### src/rtl/gmii_rx_pkt_write.sv
//==============================================================================
// Module   : gmii_rx_pkt_write
// Function : GMII receive framer. Strips preamble/SFD, packs frame bytes into
//            134-bit buffer-memory words (2-bit position flag, 4-bit invalid
//            tail byte count, 128-bit data), writes them to the buffer named
//            by a free bufid, and issues a descriptor for good frames or a
//            release for bad ones.
// Revision : 1.0 - initial release
//==============================================================================
`timescale 1ns/1ps
`default_nettype none

module gmii_rx_pkt_write (
  input  logic         i_clk,
  input  logic         i_rst,
  input  logic [7:0]   iv_gmii_rxd,
  input  logic         i_gmii_rx_dv,
  input  logic         i_gmii_rx_er,
  input  logic [8:0]   iv_free_bufid,
  input  logic         i_free_bufid_valid,
  output logic         o_free_bufid_rd,
  output logic [133:0] ov_pkt_wdata,
  output logic [15:0]  ov_pkt_waddr,
  output logic         o_pkt_wr,
  output logic [8:0]   ov_desc_bufid,
  output logic [11:0]  ov_desc_len,
  output logic         o_desc_wr,
  output logic [8:0]   ov_rel_bufid,
  output logic         o_rel_wr,
  output logic         o_inpkt_pulse,
  output logic         o_err_pulse,
  output logic         o_nobuf_pulse,
  output logic [1:0]   ov_rx_state
);

  localparam logic [1:0]  IDLE     = 2'd0;
  localparam logic [1:0]  PREAMBLE = 2'd1;
  localparam logic [1:0]  DATA     = 2'd2;
  localparam logic [1:0]  DROP     = 2'd3;

  localparam logic [7:0]  PRE_BYTE = 8'h55;
  localparam logic [7:0]  SFD_BYTE = 8'hD5;

  localparam logic [11:0] MIN_LEN  = 12'd64;
  localparam logic [11:0] MAX_LEN  = 12'd2048;
  localparam logic [11:0] SAT_LEN  = 12'd2049;

  localparam logic [1:0]  FLAG_HEAD = 2'b01;
  localparam logic [1:0]  FLAG_MID  = 2'b11;
  localparam logic [1:0]  FLAG_TAIL = 2'b10;

  // Framing state
  logic [1:0]   state_q, state_d;
  logic [8:0]   bufid_q, bufid_d;
  logic [11:0]  len_q, len_d;
  logic [127:0] acc_q, acc_d;
  logic         err_q, err_d;

  // Registered outputs
  logic [133:0] pkt_wdata_q, pkt_wdata_d;
  logic [15:0]  pkt_waddr_q, pkt_waddr_d;
  logic         pkt_wr_q, pkt_wr_d;
  logic [8:0]   desc_bufid_q, desc_bufid_d;
  logic [11:0]  desc_len_q, desc_len_d;
  logic         desc_wr_q, desc_wr_d;
  logic [8:0]   rel_bufid_q, rel_bufid_d;
  logic         rel_wr_q, rel_wr_d;
  logic         inpkt_q, inpkt_d;
  logic         errp_q, errp_d;
  logic         nobuf_q, nobuf_d;

  logic         bufid_rd;

  // Byte position inside the current 16-byte word, MSB-first
  logic [6:0]   byte_hi;
  // Index of the word that the next sampled byte closes off
  logic [6:0]   lazy_idx;
  // Index of the word holding the last byte of the frame
  logic [6:0]   tail_idx;
  logic [3:0]   tail_inv;
  logic         word_boundary;
  logic         len_ok;

  assign byte_hi       = 7'd127 - {len_q[3:0], 3'b000};
  assign lazy_idx      = len_q[10:4] - 7'd1;
  assign tail_idx      = len_q[10:4] - {6'd0, (len_q[3:0] == 4'd0)};
  assign tail_inv      = 4'd0 - len_q[3:0];
  assign word_boundary = (len_q[3:0] == 4'd0) && (len_q != 12'd0) && (len_q <= MAX_LEN);
  assign len_ok        = (len_q >= MIN_LEN) && (len_q <= MAX_LEN);

  // Next-state and output-event decode for the receive FSM
  always_comb begin
    state_d      = state_q;
    bufid_d      = bufid_q;
    len_d        = len_q;
    acc_d        = acc_q;
    err_d        = err_q;
    pkt_wdata_d  = pkt_wdata_q;
    pkt_waddr_d  = pkt_waddr_q;
    pkt_wr_d     = 1'b0;
    desc_bufid_d = desc_bufid_q;
    desc_len_d   = desc_len_q;
    desc_wr_d    = 1'b0;
    rel_bufid_d  = rel_bufid_q;
    rel_wr_d     = 1'b0;
    inpkt_d      = 1'b0;
    errp_d       = 1'b0;
    nobuf_d      = 1'b0;
    bufid_rd     = 1'b0;

    case (state_q)
      IDLE: begin
        if (i_gmii_rx_dv) begin
          state_d = (iv_gmii_rxd == PRE_BYTE) ? PREAMBLE : DROP;
        end
      end

      PREAMBLE: begin
        if (!i_gmii_rx_dv) begin
          state_d = IDLE;
        end else if (iv_gmii_rxd == PRE_BYTE) begin
          state_d = PREAMBLE;
        end else if (iv_gmii_rxd == SFD_BYTE) begin
          if (i_free_bufid_valid) begin
            // Show-ahead FIFO: take the head now and pop it on this edge
            bufid_rd = 1'b1;
            bufid_d  = iv_free_bufid;
            len_d    = 12'd0;
            err_d    = 1'b0;
            acc_d    = 128'd0;
            state_d  = DATA;
          end else begin
            nobuf_d  = 1'b1;
            state_d  = DROP;
          end
        end else begin
          state_d = DROP;
        end
      end

      DATA: begin
        if (i_gmii_rx_dv) begin
          len_d = (len_q == SAT_LEN) ? SAT_LEN : len_q + 12'd1;
          err_d = err_q | i_gmii_rx_er;
          if (len_q[3:0] == 4'd0) begin
            // First byte of a fresh word; stale bytes are cleared
            acc_d = {iv_gmii_rxd, 120'd0};
          end else begin
            acc_d[byte_hi -: 8] = iv_gmii_rxd;
          end
          // The previous word is complete only once a byte spills into the next
          if (word_boundary && !err_q && !i_gmii_rx_er) begin
            pkt_wr_d    = 1'b1;
            pkt_waddr_d = {bufid_q, lazy_idx};
            pkt_wdata_d = {((lazy_idx == 7'd0) ? FLAG_HEAD : FLAG_MID), 4'd0, acc_q};
          end
        end else begin
          state_d = IDLE;
          if (len_ok && !err_q && !i_gmii_rx_er) begin
            pkt_wr_d     = 1'b1;
            pkt_waddr_d  = {bufid_q, tail_idx};
            pkt_wdata_d  = {FLAG_TAIL, tail_inv, acc_q};
            desc_wr_d    = 1'b1;
            inpkt_d      = 1'b1;
            desc_bufid_d = bufid_q;
            desc_len_d   = len_q;
          end else begin
            rel_wr_d     = 1'b1;
            errp_d       = 1'b1;
            rel_bufid_d  = bufid_q;
          end
        end
      end

      DROP: begin
        if (!i_gmii_rx_dv) begin
          state_d = IDLE;
        end
      end

      default: begin
        state_d = IDLE;
      end
    endcase
  end

  // State and output registers; reset drops any frame in flight silently
  always_ff @(posedge i_clk) begin
    if (i_rst) begin
      state_q      <= IDLE;
      bufid_q      <= 9'd0;
      len_q        <= 12'd0;
      acc_q        <= 128'd0;
      err_q        <= 1'b0;
      pkt_wdata_q  <= 134'd0;
      pkt_waddr_q  <= 16'd0;
      pkt_wr_q     <= 1'b0;
      desc_bufid_q <= 9'd0;
      desc_len_q   <= 12'd0;
      desc_wr_q    <= 1'b0;
      rel_bufid_q  <= 9'd0;
      rel_wr_q     <= 1'b0;
      inpkt_q      <= 1'b0;
      errp_q       <= 1'b0;
      nobuf_q      <= 1'b0;
    end else begin
      state_q      <= state_d;
      bufid_q      <= bufid_d;
      len_q        <= len_d;
      acc_q        <= acc_d;
      err_q        <= err_d;
      pkt_wdata_q  <= pkt_wdata_d;
      pkt_waddr_q  <= pkt_waddr_d;
      pkt_wr_q     <= pkt_wr_d;
      desc_bufid_q <= desc_bufid_d;
      desc_len_q   <= desc_len_d;
      desc_wr_q    <= desc_wr_d;
      rel_bufid_q  <= rel_bufid_d;
      rel_wr_q     <= rel_wr_d;
      inpkt_q      <= inpkt_d;
      errp_q       <= errp_d;
      nobuf_q      <= nobuf_d;
    end
  end

  // Outputs read as zero throughout any reset cycle, not just after it
  assign o_free_bufid_rd = bufid_rd & ~i_rst;
  assign ov_pkt_wdata    = i_rst ? 134'd0 : pkt_wdata_q;
  assign ov_pkt_waddr    = i_rst ? 16'd0  : pkt_waddr_q;
  assign o_pkt_wr        = pkt_wr_q  & ~i_rst;
  assign ov_desc_bufid   = i_rst ? 9'd0   : desc_bufid_q;
  assign ov_desc_len     = i_rst ? 12'd0  : desc_len_q;
  assign o_desc_wr       = desc_wr_q & ~i_rst;
  assign ov_rel_bufid    = i_rst ? 9'd0   : rel_bufid_q;
  assign o_rel_wr        = rel_wr_q  & ~i_rst;
  assign o_inpkt_pulse   = inpkt_q   & ~i_rst;
  assign o_err_pulse     = errp_q    & ~i_rst;
  assign o_nobuf_pulse   = nobuf_q   & ~i_rst;
  assign ov_rx_state     = i_rst ? IDLE : state_q;

endmodule

`default_nettype wire

### config.mk
export PLATFORM = sky130hd
export DESIGN_NAME = gmii_rx_pkt_write
export DESIGN_NICKNAME = d
export VERILOG_FILES = /design/src/rtl/gmii_rx_pkt_write.sv
export SDC_FILE = /design/constraint.sdc
export NUM_CORES = 1
export LEC_CHECK = 0
export CORE_MARGIN = 1.5
export CORE_UTILIZATION = 57
export CTS_CLUSTER_SIZE = 8
export DETAILED_ROUTE_END_ITERATION = 10
export DONT_BUFFER_PORTS = 1
export HOLD_SLACK_MARGIN = 0.02
export PLACE_DENSITY = 0.78
export SETUP_SLACK_MARGIN = 0.5
export SLEW_MARGIN = 5
export SYNTH_ARGS = -nofsm -noshare
export SYNTH_HDL_FRONTEND = slang
export SYNTH_SLANG_ARGS = --single-unit
### constraint.sdc
create_clock -name i_clk -period 2.7 [get_ports i_clk]
set_input_delay 0.54 -clock i_clk [delete_from_list [all_inputs] [get_ports i_clk]]
set_output_delay 0.54 -clock i_clk [all_outputs]
set_load 0.02 [all_outputs]
Word-level counts from Yosys, hierarchy flattened
Cells that the tools add are included.
{"block": "totals", "elab_cells": 128, "inputBits": 22, "romBits": 0, "ram_bits": 0, "n_memories": 0, "latch_bits": 0, "out_inout_bits": 189, "reg_bits": 336}
{"block": "classes", "shift": 2, "add_sub_neg": 6, "n_lt_le_gt_ge": 2, "n_div": 0, "muxes": 52, "n_eq_ne": 14, "reduce_logical": 25, "n_bitwise": 13, "multipliers": 0}
{"op": "$mux W128", "n": 6}
{"op": "$mux W134", "n": 4}
{"op": "$pmux W128 S2", "n": 1}
{"op": "$shift A8 B9 Y135 const A", "n": 1}
{"op": "$shiftx A8 B9 Y135", "n": 1}
{"op": "$bwmux W128", "n": 1}
{"op": "$mux W12", "n": 7}
{"op": "$mux W16", "n": 4}
{"op": "$pmux W12 S2", "n": 1}
{"op": "$mux W9", "n": 2}
{"op": "$mux W1", "n": 16}
{"op": "$mux W2", "n": 8}
{"op": "$ne A2 B2 Y1 const B", "n": 7}
{"op": "$add A12 B1 Y12 const B", "n": 1}
{"op": "$eq A12 B12 Y1 const B", "n": 1}
{"op": "$ge A12 B7 Y1 const B", "n": 1}
{"op": "$le A12 B12 Y1 const B", "n": 1}
{"op": "$reduce_bool A12 Y1", "n": 1}
{"op": "$neg A7 Y9", "n": 1}
{"op": "$reduce_and A3 Y1", "n": 3}
{"op": "$eq A8 B7 Y1 const B", "n": 1}
{"op": "$eq A8 B8 Y1 const B", "n": 1}
{"op": "$logic_and A1 B1 Y1", "n": 7}
{"op": "$logic_not A7 Y1", "n": 1}
{"op": "other kinds (22)", "n": 36}

Logic depth before layout (Yosys ltp)
Gate-level depths: netlist (run 1).
{"block": "logic_depth", "ltp_word": 7, "depth_mapped": 12, "ltp_nobuf": 9}

Worst setup path before layout (run 1)
Ideal clock, no wire load.
{"block": "synth_timing", "path_kind": "flip-flop to flip-flop", "start": "register len_q[0]", "end": "register pkt_wdata_q[128]", "n_path_buf": 5, "arrival_ns": 2.398, "stages_incl_launch_ff": 13, "synth_period_minus_slack_ns": 2.523, "setup_time_ns": 0.125, "path_slack_ns": 0.177, "t_required_ns": 2.575, "path_cell_list": "dfxtp_1 -> clkbuf_1 -> inv_1 -> ha_1 -> buf_2 -> nor3b_4 -> nand4_1 -> a211o_1 -> buf_4 -> and2_4 -> buf_6 -> buf_2 -> o2bb2ai_1"}
{"block": "synth_via", "elab_chain_len": 7, "elab_cells_between_ends": 17, "classes_between": "add/sub: 1; order compare: 2; eq/ne: 1; mux: 2; reduce/logical: 11"}
{"item": "start, declared", "line": "55", "text": "logic [11:0] len_q, len_d;"}
{"item": "start signal, assigned", "line": "209", "text": "len_q <= len_d;"}
{"item": "parallel branches: the longest is 7 deep, another holds $le A12 B12 Y1"}
{"item": "end signal, assigned", "line": "212", "text": "pkt_wdata_q <= pkt_wdata_d;"}
{"item": "end, declared", "line": "60", "text": "logic [133:0] pkt_wdata_q, pkt_wdata_d;"}
Parallel ways; which one is timed is not known. The select of a mux whose other input is x is not followed.
A chain may end at the register's enable or synchronous reset.

Final worst setup path (run 1)
{"block": "layout_timing", "start": "register state_q[1]", "end": "output o_free_bufid_rd"}
{"block": "layout_via", "elab_chain_len": 3}
{"item": "start, declared", "line": "53", "text": "logic [1:0] state_q, state_d;"}
{"item": "start signal, assigned", "line": "207", "text": "state_q <= state_d;"}
{"item": "$eq A2 B1 Y1", "line": "111", "text": "case (state_q)"}
{"item": "$mux W1", "line": "111"}
{"item": "$and A1 B1 Y1", "line": "227", "text": "assign o_free_bufid_rd = bufid_rd & ~i_rst;"}
{"item": "end, declared", "line": "21", "text": "output logic o_free_bufid_rd,"}
Every way passes these cells.

==> results of run 1 <==
## flip-flops by register name, indices dropped and copies added, names as in the netlist
register      flops
nobuf_q           1
inpkt_q           1
err_q             1
state_q           2
desc_bufid_q      9
rel_bufid_q       9
pkt_wr_q          1
bufid_q           9
pkt_waddr_q      16
desc_len_q       12
acc_q           128
pkt_wdata_q     134
len_q            12
errp_q            1
## power by group through the flow
stage	combinational [mW]	sequential (mW)	clock [mW]
6_report	0.222	4.98	5.08
3_3_place_gp	0.157	5.08	0
4_1_cts	0.174	4.98	5.11
2_1_floorplan	0.231	5.07	0
3_5_place_dp	0.158	5.08	0
5_1_grt	0.229	4.97	5.32
## final timing paths
check,startpoint,endpoint,slack (ns),depth (start not counted)
max,state_q[1]$_SDFFE_PP0P_,o_free_bufid_rd,0.14,5
min reg2reg,desc_len_q[0]$_SDFFE_PP0P_,desc_len_q[0]$_SDFFE_PP0P_,0.45,2
max reg2reg,state_q[1]$_SDFFE_PP0P_,acc_q[9]$_SDFFE_PP0P_,0.22,8
min,i_rst,acc_q[7]$_SDFFE_PP0P_,0.07,1
## layout by cell type (no fill, tap or decap), types with 47 or more instances in the layout
cell / n
a22oi_1: 50
o21ai_1: 142
nand3_1: 167
nand2b_1: 147
nand2_1: 86
nor2b_1: 186
clkbuf_16: 57
buf_4: 47
a21oi_1: 53
nor2_1: 116
dfxtp_1: 329
## kinds of logic (layout without fill, tap and decap cells)
family                     Yosys count  count (layout)  share of synthesized area
and+or+nand+nor                    770             773                      0.291
AOI/OAI and AO/OA                  361             361                      0.154
DFF                                336             336                      0.474
buffers and inverters              156             143                     0.0479
muxes                               23              23                     0.0163
adders and majority gates           13              13                     0.0115
xor gates and xnor gates             7               7                    0.00432
## per-stage QoR
stage	util	cells	total power, mW	area (um^2)	worst slack [ns]
after floorplan	-	1666	5.31	14300	0.458
after global placement	0.587	1876	5.24	14300	0.218
after detailed placement	0.587	1876	5.24	14300	0.166
after CTS	0.644	1937	10.3	15700	0.199
after global routing	0.685	1980	10.5	16700	0.0754
final	0.685	1980	10.3	16700	0.135
## what timing repair did
item | in CTS | in global routing
endpoints found under the setup margin | 313 | 313
gates resized for setup | 21 | 110
pin swaps | 6 | 36
gates cloned | 0 | 19
setup buffers | 11 | 24
## critical path, cell delays in order, from the launching register on
cell	delay, ns
dfxtp_2	0.35
or4b_4	0.52
nor2_4	0.11
nand4_1	0.15
nor2_2	0.21
buf_6	0.15
## cell type report
cell class | count | area, um^2 | share of cell area
sequential | 336 | 6740 | 0.403
tap | 324 | 405 | 0.0242
inverter | 13 | 51.3 | 0.00307
multi-input combinational | 1177 | 7310 | 0.437
clock inverter | 3 | 55.1 | 0.00329
timing repair buffer | 80 | 983 | 0.0588
clock buffer | 47 | 1180 | 0.0703
## routing by layer
layer	up-vias	GRT usage	part of all wire
met5	-	0	0
met4	0	0.104	0.032
met3	103	0.0710	0.093
met2	530	0.445	0.48
met1	5739	0.353	0.39
li1	5651	-	-
==> reports/results.ini, run 1 <==
[global_route]
grt_max_degree=490
grt_pass1_wl_mm=58.0
grt_pass1_vias=10900
grt-ovfl-total=0
grt_usage=0.275
antenna_found_initial=0

[detailed_routing]
first_pass_iters=6
drt_iter0_drc=1179
wl_per_cell_um=20.9
routed_wl_mm=41.4
vias=12000
via_per_inst=6.07
ant_nets=0
remaining_drc_errors=0

[synthesis]
synthCells=1666
syn_avg_cell_area_um2=8.51
yosysTopAreaCell=dfxtp_1
synth_edf_count=0
yosysWarnings=0
syn-cell-area_um2=14200
yosysTopAreaCellShare=0.474
synth_seq_cells=336
synthTopCellsByCount=dfxtp_1, nor2b_1, nand3_1, nand2b_1, o21ai_1
yosys-top-cells-area=dfxtp_1, nor2b_1, nand2b_1
async_flop_share=0
synth.lib_cells_used.distinct=59
synthMostInstantiatedCell=dfxtp_1
syn_nets=1701
ys_seq_area_frac=0.474
synth_top_flop_cell=dfxtp_1

[sta]
period_share=0.950
post-route-min-period_ns=2.56
tightest_slew_ns=1.07
slew_headroom=0.283
whs_ns=0.0693
fin_skew_ns=0.0240
slew_violations=0
rsz0062_at_grt=true
setup_violations=0
finalHoldViolations=0
tns_ns=0
max_freq_ghz=0.390

[floorplanning]
coreArea_um2=24400
die_height_um=161
start_util=0.582
die_area_um2=25800
rows=57
fp.dieW_um=161
io_pins=211

[pwr]
power.density_nw_per_um2=615
power_switching_mw=2.14
switching_share=0.208
sequentialPowerShare=0.484
leakagePower_nw=5.72
combPwrFrac=0.022
ir_drop_mv=0.505
p_int_mw=8.14
pwr-share-clk=0.494

[clocking]
ctsHoldBuffers=0
cts_root_buf=clkbuf_16
clock-sinks=336
cts_buffers=47
cts_buffer_depth=3
htreeDepth=2
insertion_delay_ns=0.55
cts_tree=built
cts.clk_slew.worst_paths_ns=0.05

[final_layout]
layout-drive-gt1-share=0.146
num_antenna_cells=0
final_nets=1690
syn2layout_area_growth_pct=17.9
fillCellCount=1854

[setup_path]
start_kind=register
path_class=reg -> out
critPathRequiredTime_ns=2.16
cp.arrival_ns=2.02
cp_max_fo=6
end_kind=primary output

[placed_design]
routabilityCongestion=0.879
io_buffers=0
dp_hpwl_mm=22.3

[status]
status=finished, final reports clean

[worst_hold_path]
hold_class=in -> reg

[job]
max_cap_viol_count=0

Note: power is estimated with default switching activity, not from simulation.
==> inputs of run 2 (changes only) <==
--- a/config.mk
+++ b/config.mk
@@ -5,13 +5,13 @@
 export SDC_FILE = /design/constraint.sdc
 export NUM_CORES = 1
 export LEC_CHECK = 0
+export BUFFER_PORTS_ARGS = -buffer_cell sky130_fd_sc_hd__buf_2
 export CORE_MARGIN = 1.5
-export CORE_UTILIZATION = 57
+export CORE_UTILIZATION = 31
 export CTS_CLUSTER_SIZE = 8
 export DETAILED_ROUTE_END_ITERATION = 10
-export DONT_BUFFER_PORTS = 1
 export HOLD_SLACK_MARGIN = 0.02
-export PLACE_DENSITY = 0.78
+export PLACE_DENSITY = 0.53
 export SETUP_SLACK_MARGIN = 0.5
 export SLEW_MARGIN = 5
 export SYNTH_ARGS = -nofsm -noshare
==> run 2 against run 1 <==
First-iteration DRC count decreased by 39%. Die area grew 82%. Critical path depth did not move. Via count grew 4.8%. Sequential power hardly changed. Utilization decreased by 27 points. Highest routed layer is now met5.
==> reports/results.ini, run 2 (synthesis gave the netlist of run 1 again) <==
[status]
status=finished, final reports clean

[global_route]
grt_pass1_vias=12100
grt_max_degree=76
grt_usage=0.198
grt-ovfl-total=0
grt_pass1_wl_mm=72.3
antenna_found_initial=5

[clocking]
cts_buffers=48
cts_buffer_depth=3
insertion_delay_ns=0.57
cts.clk_slew.worst_paths_ns=0.06
htreeDepth=2
cts_root_buf=clkbuf_16
cts_tree=built
clock-sinks=336

[final_layout]
most-common-layout-cells=dfxtp_1, buf_2, nor2b_1
syn2layout_area_growth_pct=31.9
final_nets=1925
layout-drive-gt1-share=0.284
largest_register_ffs=134
fin_util=0.413
final_common_cell=dfxtp_1
stdcell_count=2494
fillCellCount=4581
reg_top3=pkt_wdata_q (134), acc_q (128), pkt_waddr_q (16)
num_antenna_cells=0
final_cell_area_um2=18700
largest-register=pkt_wdata_q

[setup_path]
rrSetupSlack_ns=0.33
ff2ff_path_depth=9
critPathRequiredTime_ns=2.16
cp.arrival_ns=2.06
path_class=reg -> out
end_kind=primary output
cp_max_fo=2
start_kind=register
rr_startpoint=state_q[1]$_SDFFE_PP0P_
r2r_end=acc_q[13]$_SDFFE_PP0P_

[sta]
tns_ns=0
whs_ns=0.214
rsz0062_at_grt=true
slew_headroom=0.443
max_freq_ghz=0.385
timing.final.ws_setup_ns=0.105
post-route-min-period_ns=2.60
slew_violations=0
finalHoldViolations=0
period_share=0.961
setup_violations=0
tightest_slew_ns=0.827
fin_skew_ns=0.0244

[floorplanning]
die_area_um2=47000
io_pins=211
start_util=0.313
coreArea_um2=45300
rows=78
fp.dieW_um=217
die_height_um=217

[worst_hold_path]
min_from=iv_free_bufid[7]
hold_class=in -> reg
holdPathEnd=bufid_q[7]$_SDFFE_PP0P_
whs_path_depth=3

[placed_design]
placed_cells=2402
io_buffers=210
dp_hpwl_mm=29.6
routabilityCongestion=0.812
place_ws_ns=0.102
placed_area_um2=16100

[detailed_routing]
vias=12600
ant_nets=0
wl_met1_mm=21.3
first_pass_iters=5
routed.top_layer=met5
routed_wl_mm=47.7
routed-wl-met2_mm=22.8
remaining_drc_errors=0
wl_per_cell_um=19.1
drt_iter0_drc=723
via_per_inst=5.05
met3_length_mm=2.15

[pwr]
leakagePower_nw=7.04
power.density_nw_per_um2=583
ir_drop_mv=0.354
power_mw=10.9

[job]
max_cap_viol_count=0

## run 2: area by class of cell
cell class	count	area, um^2	area share
timing repair buffer	315	2170	0.116
clock buffer	51	1250	0.0671
inverter	13	51.3	0.00274
tap	600	751	0.0401
sequential	336	6730	0.360
clock inverter	3	51.3	0.00274
multi-input combinational	1176	7700	0.411
## run 2: how the worst max path moves through the flow
stage | start | to | cells after the start | slack, ns
floorplan | len_q[0]$_SDFFE_PP0P_ | pkt_waddr_q[6]$_SDFFE_PP0P_ | 12 | 0.46
global placement | len_q[5]$_SDFFE_PP0P_ | pkt_wdata_q[88]$_SDFFE_PP0P_ | 8 | 0.12
detailed placement | len_q[5]$_SDFFE_PP0P_ | pkt_wdata_q[93]$_SDFFE_PP0P_ | 8 | 0.10
CTS | state_q[1]$_SDFFE_PP0P_ | o_free_bufid_rd | 5 | 0.09
global route | state_q[1]$_SDFFE_PP0P_ | o_free_bufid_rd | 5 | 0.04
finish | state_q[1]$_SDFFE_PP0P_ | o_free_bufid_rd | 5 | 0.10
## run 2: critical path, cell delays in order, from the launching register on
cell and delay, ns:
dfxtp_4 0.34, or4b_4 0.53, nor2_4 0.11, nand4_1 0.15, nor2_2 0.20, buf_6 0.14
## run 2: power by group
part / switching (mW) / internal (mW)
sequential: 0.00277 / 4.97
clock: 2.11 / 3.33
combinational: 0.322 / 0.170
## run 2: per-layer routing
metal  global-route usage  vias to the layer above
met3               0.0418                       89
li1                     -                     6149
met2                0.324                      272
met5                    0                        -
met1                0.257                     6086
met4               0.0736                        8
## run 2: what timing repair did
item | in CTS | in global routing
hold buffers | 0 | 0
setup endpoints to repair | 303 | 292
buffers inserted | 21 | 12
pin swaps | 57 | 20
cloned | 5 | 0
gates resized for setup | 116 | 99
